===== config.mk =====
export PLATFORM = sky130hd
export DESIGN_NAME = decode_group_queue
export DESIGN_NICKNAME = d
export VERILOG_FILES = /design/src/rtl/decode_group_queue.sv
export SDC_FILE = /design/constraint.sdc
export NUM_CORES = 1
export LEC_CHECK = 0
export ABC_AREA = 1
export CAP_MARGIN = 20
export CORE_ASPECT_RATIO = 1.25
export CORE_MARGIN = 2
export CORE_UTILIZATION = 51
export CTS_CLUSTER_DIAMETER = 200
export CTS_CLUSTER_SIZE = 25
export DETAILED_ROUTE_END_ITERATION = 16
export PLACE_DENSITY = 0.78
export SKIP_CTS_REPAIR_TIMING = 1
export SYNTH_ARGS = -nofsm -noshare
export SYNTH_HDL_FRONTEND = slang
export SYNTH_SLANG_ARGS = --single-unit

===== constraint.sdc =====
create_clock -name clk -period 5.25 [get_ports clk]
set_clock_uncertainty 0.1 [all_clocks]
set_input_delay 0.525 -clock clk [delete_from_list [all_inputs] [get_ports clk]]
set_output_delay 0.525 -clock clk [all_outputs]
set_load 0.005 [all_outputs]

===== src/rtl/decode_group_queue.sv =====
// decode_group_queue: WIDTH-lane RV32I decode stage feeding a DEPTH-entry
// circular queue of decoded groups, handed to rename over valid/ready.
// Optional feature macro: DECODE_ILLEGAL_TRAP_EN (illegal-opcode trap marking).
// Handshake: a transfer happens on a clock edge where valid && ready are both
// high; valid never depends on ready, and flush blocks both directions.

package decode_group_queue_pkg;
  localparam logic [6:0] OP_B_REG   = 7'b0110011;
  localparam logic [6:0] OP_B_IMM   = 7'b0010011;
  localparam logic [6:0] OP_B_BR    = 7'b1100011;
  localparam logic [6:0] OP_B_JAL   = 7'b1101111;
  localparam logic [6:0] OP_B_JALR  = 7'b1100111;
  localparam logic [6:0] OP_B_LUI   = 7'b0110111;
  localparam logic [6:0] OP_B_AUIPC = 7'b0010111;
  localparam logic [6:0] OP_B_LOAD  = 7'b0000011;
  localparam logic [6:0] OP_B_STORE = 7'b0100011;

  // ALU op = {funct7[5], funct3} for the shift/sub variants, else {0, funct3}.
  localparam logic [3:0] ALU_ADD = 4'b0000;
  localparam logic [3:0] ALU_SUB = 4'b1000;
  localparam logic [3:0] ALU_SRL = 4'b0101;
  localparam logic [3:0] ALU_SRA = 4'b1101;

  // Compare ops reuse the branch funct3 encoding.
  localparam logic [2:0] CMP_BLT  = 3'b100;
  localparam logic [2:0] CMP_BLTU = 3'b110;

  typedef struct packed {
    logic        valid;
    logic [2:0]  funct3;
    logic [6:0]  funct7;
    logic [6:0]  opcode;
    logic [4:0]  rs1_s;
    logic [4:0]  rs2_s;
    logic [4:0]  rd_s;
    logic [31:0] i_imm;
    logic [31:0] s_imm;
    logic [31:0] b_imm;
    logic [31:0] u_imm;
    logic [31:0] j_imm;
    logic        alu_en;
    logic        cmp_en;
    logic        is_branch;
    logic        is_jump;
    logic [3:0]  alu_operation;
    logic [2:0]  cmp_operation;
  } instruction_info_reg_t;

  localparam int INFO_W = $bits(instruction_info_reg_t);

  // Decode one instruction word; .valid is left 0 for the caller to set.
  function automatic instruction_info_reg_t decode_lane(input logic [31:0] inst);
    instruction_info_reg_t d;
    d        = '0;
    d.funct3 = inst[14:12];
    d.funct7 = inst[31:25];
    d.opcode = inst[6:0];
    d.rs1_s  = inst[19:15];
    d.rs2_s  = inst[24:20];
    d.rd_s   = inst[11:7];
    d.i_imm  = {{20{inst[31]}}, inst[31:20]};
    d.s_imm  = {{20{inst[31]}}, inst[31:25], inst[11:7]};
    d.b_imm  = {{19{inst[31]}}, inst[31], inst[7], inst[30:25], inst[11:8], 1'b0};
    d.u_imm  = {inst[31:12], 12'b0};
    d.j_imm  = {{11{inst[31]}}, inst[31], inst[19:12], inst[20], inst[30:21], 1'b0};
    case (inst[6:0])
      OP_B_REG, OP_B_IMM: begin
        d.alu_en        = 1'b1;
        d.alu_operation = {1'b0, inst[14:12]};
        case (inst[14:12])
          3'b010: begin
            d.alu_en        = 1'b0;
            d.cmp_en        = 1'b1;
            d.cmp_operation = CMP_BLT;
          end
          3'b011: begin
            d.alu_en        = 1'b0;
            d.cmp_en        = 1'b1;
            d.cmp_operation = CMP_BLTU;
          end
          // Immediate form has no subtract; funct7 there is immediate bits.
          3'b000: d.alu_operation = (inst[6:0] == OP_B_REG && inst[30]) ? ALU_SUB : ALU_ADD;
          3'b101: d.alu_operation = inst[30] ? ALU_SRA : ALU_SRL;
          default: ;
        endcase
      end
      OP_B_BR: begin
        d.cmp_en        = 1'b1;
        d.is_branch     = 1'b1;
        d.cmp_operation = inst[14:12];
      end
      OP_B_JAL, OP_B_JALR: begin
        d.is_jump       = 1'b1;
        d.alu_en        = 1'b1;
        d.alu_operation = ALU_ADD;
      end
      OP_B_LUI, OP_B_AUIPC, OP_B_LOAD, OP_B_STORE: begin
        d.alu_en        = 1'b1;
        d.alu_operation = ALU_ADD;
      end
      default: ;
    endcase
    return d;
  endfunction

  function automatic logic is_illegal(input logic [6:0] op);
    case (op)
      OP_B_REG, OP_B_IMM, OP_B_BR, OP_B_JAL, OP_B_JALR,
      OP_B_LUI, OP_B_AUIPC, OP_B_LOAD, OP_B_STORE: return 1'b0;
      default: return 1'b1;
    endcase
  endfunction
endpackage

module decode_group_queue
  import decode_group_queue_pkg::*;
#(
  parameter int WIDTH = 2,
  parameter int DEPTH = 4
) (
  input  logic                         clk,
  input  logic                         rst,
  input  logic                         flush,
  input  logic                         in_valid,
  output logic                         in_ready,
  input  logic [32*WIDTH-1:0]          in_inst,
  input  logic [31:0]                  in_pc,
  input  logic [WIDTH-1:0]             in_mask,
  output logic                         out_valid,
  input  logic                         out_ready,
  output logic [WIDTH*INFO_W-1:0]      out_info,
  output logic [31:0]                  out_pc,
  output logic [WIDTH-1:0]             out_illegal,
  output logic [$clog2(DEPTH+1)-1:0]   count
);
  localparam int PW = $clog2(DEPTH);
  localparam int CW = $clog2(DEPTH+1);

  logic [PW-1:0]         r_head;
  logic [PW-1:0]         r_tail;
  logic [CW-1:0]         r_count;
  instruction_info_reg_t r_info [DEPTH][WIDTH];
  logic [31:0]           r_pc   [DEPTH];
  instruction_info_reg_t w_dec  [WIDTH];
  logic                  w_enq;
  logic                  w_deq;
`ifdef DECODE_ILLEGAL_TRAP_EN
  logic [WIDTH-1:0]      r_ill  [DEPTH];
  logic [WIDTH-1:0]      w_ill;
`endif

  assign in_ready  = rst && !flush && (r_count < CW'(DEPTH));
  assign out_valid = (r_count != '0) && !flush;
  // An all-masked group handshakes normally but is never stored.
  assign w_enq     = in_valid && in_ready && (|in_mask);
  assign w_deq     = out_valid && out_ready;

  // Decode each lane, then qualify it with the mask (and the trap kill chain).
  always_comb begin
`ifdef DECODE_ILLEGAL_TRAP_EN
    logic v_kill;
    v_kill = 1'b0;
    w_ill  = '0;
`endif
    for (int i = 0; i < WIDTH; i++) begin
      w_dec[i] = decode_lane(in_inst[32*i +: 32]);
`ifdef DECODE_ILLEGAL_TRAP_EN
      // Lanes after the first illegal one are squashed.
      w_dec[i].valid = in_mask[i] && !v_kill;
      w_ill[i]       = w_dec[i].valid && is_illegal(w_dec[i].opcode);
      v_kill         = v_kill || w_ill[i];
`else
      w_dec[i].valid = in_mask[i];
`endif
    end
  end

  // Queue state: async clear on reset, flush wins over enqueue/dequeue.
  always_ff @(posedge clk or negedge rst) begin
    if (!rst) begin
      r_head  <= '0;
      r_tail  <= '0;
      r_count <= '0;
      for (int d = 0; d < DEPTH; d++) begin
        r_pc[d] <= '0;
`ifdef DECODE_ILLEGAL_TRAP_EN
        r_ill[d] <= '0;
`endif
        for (int i = 0; i < WIDTH; i++) r_info[d][i] <= '0;
      end
    end else if (flush) begin
      r_head  <= '0;
      r_tail  <= '0;
      r_count <= '0;
    end else begin
      if (w_enq) begin
        for (int i = 0; i < WIDTH; i++) r_info[r_tail][i] <= w_dec[i];
        r_pc[r_tail] <= in_pc;
`ifdef DECODE_ILLEGAL_TRAP_EN
        r_ill[r_tail] <= w_ill;
`endif
        r_tail <= r_tail + PW'(1);
      end
      if (w_deq) r_head <= r_head + PW'(1);
      case ({w_enq, w_deq})
        2'b10:   r_count <= r_count + CW'(1);
        2'b01:   r_count <= r_count - CW'(1);
        default: r_count <= r_count;
      endcase
    end
  end

  for (genvar g = 0; g < WIDTH; g++) begin : g_out
    assign out_info[g*INFO_W +: INFO_W] = r_info[r_head][g];
  end

  assign out_pc = r_pc[r_head];
  assign count  = r_count;

`ifdef DECODE_ILLEGAL_TRAP_EN
  assign out_illegal = r_ill[r_head];
`else
  assign out_illegal = '0;
`endif
endmodule


==> flow_summary.html <==
<table>
<tr><th>Metric</th><th>Value</th></tr>
<tr><th colspan="2">Outcome</th></tr>
<tr><td>Result of the run</td><td>complete, no violations</td></tr>
<tr><th colspan="2">Cells and area</th></tr>
<tr><td>Number of inserted filler cells in the final layout</td><td>4159</td></tr>
<tr><td>Share of post-route cells with drive strength above 1</td><td>2.43%</td></tr>
<tr><td>NumNets Final</td><td>3273</td></tr>
<tr><td>Area of all placed cells without fillers</td><td>28100 µm²</td></tr>
<tr><td>Area growth syn-to-layout</td><td>15.8%</td></tr>
<tr><th colspan="2">Critical path</th></tr>
<tr><td>Type of element capturing the critical path</td><td>output pin</td></tr>
<tr><td>Maximum fanout count along the critical path</td><td>86</td></tr>
<tr><td>Maximum single-stage delay on the critical path</td><td>620 ps</td></tr>
<tr><td>R2r worst-path depth</td><td>8</td></tr>
<tr><td>Cell with the largest stage delay on the worst path</td><td>o22ai_4</td></tr>
<tr><td>Worst path top cell family by delay</td><td>buffers and inverters</td></tr>
<tr><td>Number of buffer and inverter stages on the critical path</td><td>3</td></tr>
<tr><td>Data arrival time of the worst path</td><td>3690 ps</td></tr>
<tr><td>CP Launch Type</td><td>flop</td></tr>
<tr><td>Critical-path cell list</td><td>inv_6, o21ai_0, o22ai_4, buf_4, clkdlybuf4s50_1</td></tr>
<tr><td>Cell count along the critical path</td><td>5</td></tr>
<tr><td>Critical Setup Path Class</td><td>flop to output pin</td></tr>
<tr><td>Req. time, crit path</td><td>4620 ps</td></tr>
<tr><th colspan="2">Floorplanning</th></tr>
<tr><td>Initial Util</td><td>51.4%</td></tr>
<tr><td>Die Outline Area</td><td>49300 µm²</td></tr>
<tr><td>Placeable core region</td><td>47100 µm²</td></tr>
<tr><td>Die height</td><td>248 µm</td></tr>
<tr><td>Horiz. Die Dim</td><td>199 µm</td></tr>
<tr><td>Ports placed on the boundary</td><td>550</td></tr>
<tr><td>Count of standard-cell rows</td><td>89</td></tr>
<tr><th colspan="2">Timing</th></tr>
<tr><td>Total setup violations reported at the end of the flow</td><td>0</td></tr>
<tr><td>RSZ-0062 raised after global routing</td><td>no</td></tr>
<tr><td>Final Max Tran Viols</td><td>0</td></tr>
<tr><td>Count of endpoints failing hold in the final timing report</td><td>0</td></tr>
<tr><td>Max-slew headroom</td><td>35.8%</td></tr>
<tr><td>Post-layout worst setup margin</td><td>936 ps</td></tr>
<tr><td>Highest Clock Rate</td><td>232 MHz</td></tr>
<tr><td>Period utilisation layout</td><td>82.2%</td></tr>
<tr><td>Setup_tns</td><td>0 ps</td></tr>
<tr><td>Slew at the pin closest to its max-slew limit</td><td>964 ps</td></tr>
<tr><td>Shortest clock period the worst path allows after layout</td><td>4310 ps</td></tr>
<tr><th colspan="2">GRT</th></tr>
<tr><td>Pin count of the biggest net entering global routing</td><td>178</td></tr>
<tr><td>Wire length of the first global-routing pass</td><td>107000 µm</td></tr>
<tr><td>Antenna violations before repair</td><td>2</td></tr>
<tr><td>Remaining Overflow, GRT</td><td>0</td></tr>
<tr><td>Vias in the first global route</td><td>20.0k</td></tr>
<tr><td>Overall track demand over capacity in global routing</td><td>27.4%</td></tr>
<tr><th colspan="2">Route</th></tr>
<tr><td>Routed vias/inst</td><td>5.46</td></tr>
<tr><td>DRT Pass-1 Iters</td><td>5</td></tr>
<tr><td>Iter 0 DRT Violations</td><td>1774</td></tr>
<tr><td>Post-route ant nets</td><td>0</td></tr>
<tr><td>Aggregate routed wire length</td><td>69800 µm</td></tr>
<tr><td>Residual DRC</td><td>0</td></tr>
<tr><td>Total number of vias</td><td>20.8k</td></tr>
<tr><td>Routed wire length per instance</td><td>18.3 µm</td></tr>
<tr><th colspan="2">Synth</th></tr>
<tr><td>Most numerous cell types in the synthesized netlist</td><td>nand2_1 (1253), dfrtp_1 (487), buf_4 (347)</td></tr>
<tr><td>Most area-consuming cells after synthesis</td><td>dfrtp_1 (50%), nand2_1 (19%), buf_4 (11%), o21ai_0 (6.5%), nor2_1 (3.9%)</td></tr>
<tr><td>Total of flip-flops plus latches after synthesis</td><td>487</td></tr>
<tr><td>Synthesis Warnings</td><td>0</td></tr>
<tr><td>Asr flop ratio synth</td><td>100%</td></tr>
<tr><td>Ys flop type</td><td>dfrtp_1</td></tr>
<tr><td>Synth Area per Inst</td><td>7.90 µm²</td></tr>
<tr><td>Number of enable-type register cells in the synthesized netlist</td><td>0</td></tr>
<tr><td>Count of different cell masters after synthesis</td><td>30</td></tr>
<tr><td>Fraction of post-synthesis cell area in the top cell type by area</td><td>50.3%</td></tr>
<tr><td>Synthesized netlist cell count</td><td>3067</td></tr>
<tr><td>Post-synthesis instance area</td><td>24200 µm²</td></tr>
<tr><td>Dominant cell by count in the synthesized netlist</td><td>nand2_1</td></tr>
<tr><td>Sequential element share of the synthesized area</td><td>50.3%</td></tr>
<tr><td>Cell type contributing the most total cell area after synthesis</td><td>dfrtp_1</td></tr>
<tr><th colspan="2">Placement</th></tr>
<tr><td>RD Place Congestion</td><td>0.820</td></tr>
<tr><td>Count of buffers inserted at the top-level ports</td><td>519</td></tr>
<tr><td>Worst setup slack before clock tree synthesis</td><td>1450 ps</td></tr>
<tr><td>Total placed instance area</td><td>27400 µm²</td></tr>
<tr><td>Post-detail-place hpwl</td><td>41500 µm</td></tr>
<tr><th colspan="2">Clock network</th></tr>
<tr><td>Clock tree from TritonCTS</td><td>yes</td></tr>
<tr><td>Maximum clock insertion buffer count</td><td>3</td></tr>
<tr><td>Num CTS Buffers</td><td>23</td></tr>
<tr><td>Root buffer selected by CTS</td><td>clkbuf_16</td></tr>
<tr><td>Clock latency on the worst-skew pair</td><td>560 ps</td></tr>
<tr><td>Clock-pin transition on the worst setup and hold timing paths</td><td>100 ps</td></tr>
<tr><td>Number of H-tree levels</td><td>1</td></tr>
<tr><td>Number of clock sinks</td><td>487</td></tr>
<tr><th colspan="2">Power and ir drop</th></tr>
<tr><td>Pwr per Cell Area</td><td>444 nW/µm²</td></tr>
<tr><td>Final total power</td><td>12500 µW</td></tr>
<tr><td>Total leakage power</td><td>0.0141 µW</td></tr>
<tr><td>Worst supply voltage drop on vdd</td><td>0.327 mV</td></tr>
<tr><th colspan="2">Worst hold path</th></tr>
<tr><td>Hold/Removal Path Class</td><td>primary input to asynchronous set/reset pin</td></tr>
<tr><th colspan="2">Run</th></tr>
<tr><td>Max Cap Violations</td><td>0</td></tr>
</table>
-- flip-flops by register name, indices dropped and copies added (netlist names) --
name and count:
r_tail 2, r_pc 128, r_head 2, r_info 352, count 3
-- layer usage --
layer / GRT usage (%) / part of all wire [%]
met5: 0 / 0
met4: 12.4 / 3.7
met3: 3.95 / 7.4
met2: 47.5 / 50
met1: 34.1 / 39
-- report_power, final --
group / internal (µW) / leakage [µW] / switching, µW
registers: 4270 / 0.00650 / 293
logic: 3370 / 0.00729 / 2550
clock network: 797 / 0.000292 / 1180
-- metrics by stage --
step | utilization (%) | instances | hold WS (ps)
2_1_floorplan | - | 3096 | 129
3_3_place_gp | 58.1 | 3773 | 356
3_5_place_dp | 58.1 | 3773 | 360
4_1_cts | 59.4 | 3798 | -188
5_1_grt | 59.6 | 3804 | 396
6_report | 59.6 | 3805 | 380
-- cells in the final DEF, fill, tap and decap left out, types with 19 or more instances in the layout --
cell	n
clkbuf_16	23
nand2_1	1253
conb_1	30
buf_4	19
o21ai_0	314
o21ai_1	32
clkdlybuf4s50_1	518
dfrtp_1	485
nor2_1	253
inv_1	40
o22ai_1	116
-- final timing paths --
| check | from | end | slack [ps] |
|---|---|---|---|
| setup / recovery | r_head[0] | out_info[36] | 940 |
| hold / removal | rst | r_pc[19] | 380 |
| setup reg to reg | count[2] | r_pc[40] | 2230 |
| hold reg to reg | r_pc[81] | r_pc[81] | 380 |
| max in group asynchronous | rst | r_info[590] | 2640 |
| min in group clk | r_pc[81] | r_pc[81] | 380 |
-- logic make-up after synthesis --
kind of cell    after synthesis  synth area share (%)
compound gates              485                  10.7
xor+xnor                      1                0.0361
fa+ha+maj                     5                 0.289
buf+inv                     553                  14.5
flops                       487                  50.3
other cells                   1                0.0155
simple gates               1535                  24.1
-- worst register-to-register path, cell delays in order (launching register included) --
cell     delay (ps)
dfrtp_1         470
inv_2           100
nand3_4         100
nor2_8          330
nand2_8         430
inv_4           830
buf_4           430
nand2_1         100
nand2_1          70
-- layout make-up --
type	instances	area, µm²	area share [%]
timing repair buffer	548	5560	19.8
multi-input combinational	2056	8720	31.1
inverter	49	201	0.718
clock inverter	1	16.3	0.0580
tap	637	797	2.84
antenna	3	7.51	0.0267
clock buffer	24	579	2.06
sequential	487	12200	43.4
Power figures use the tool's default switching activity.
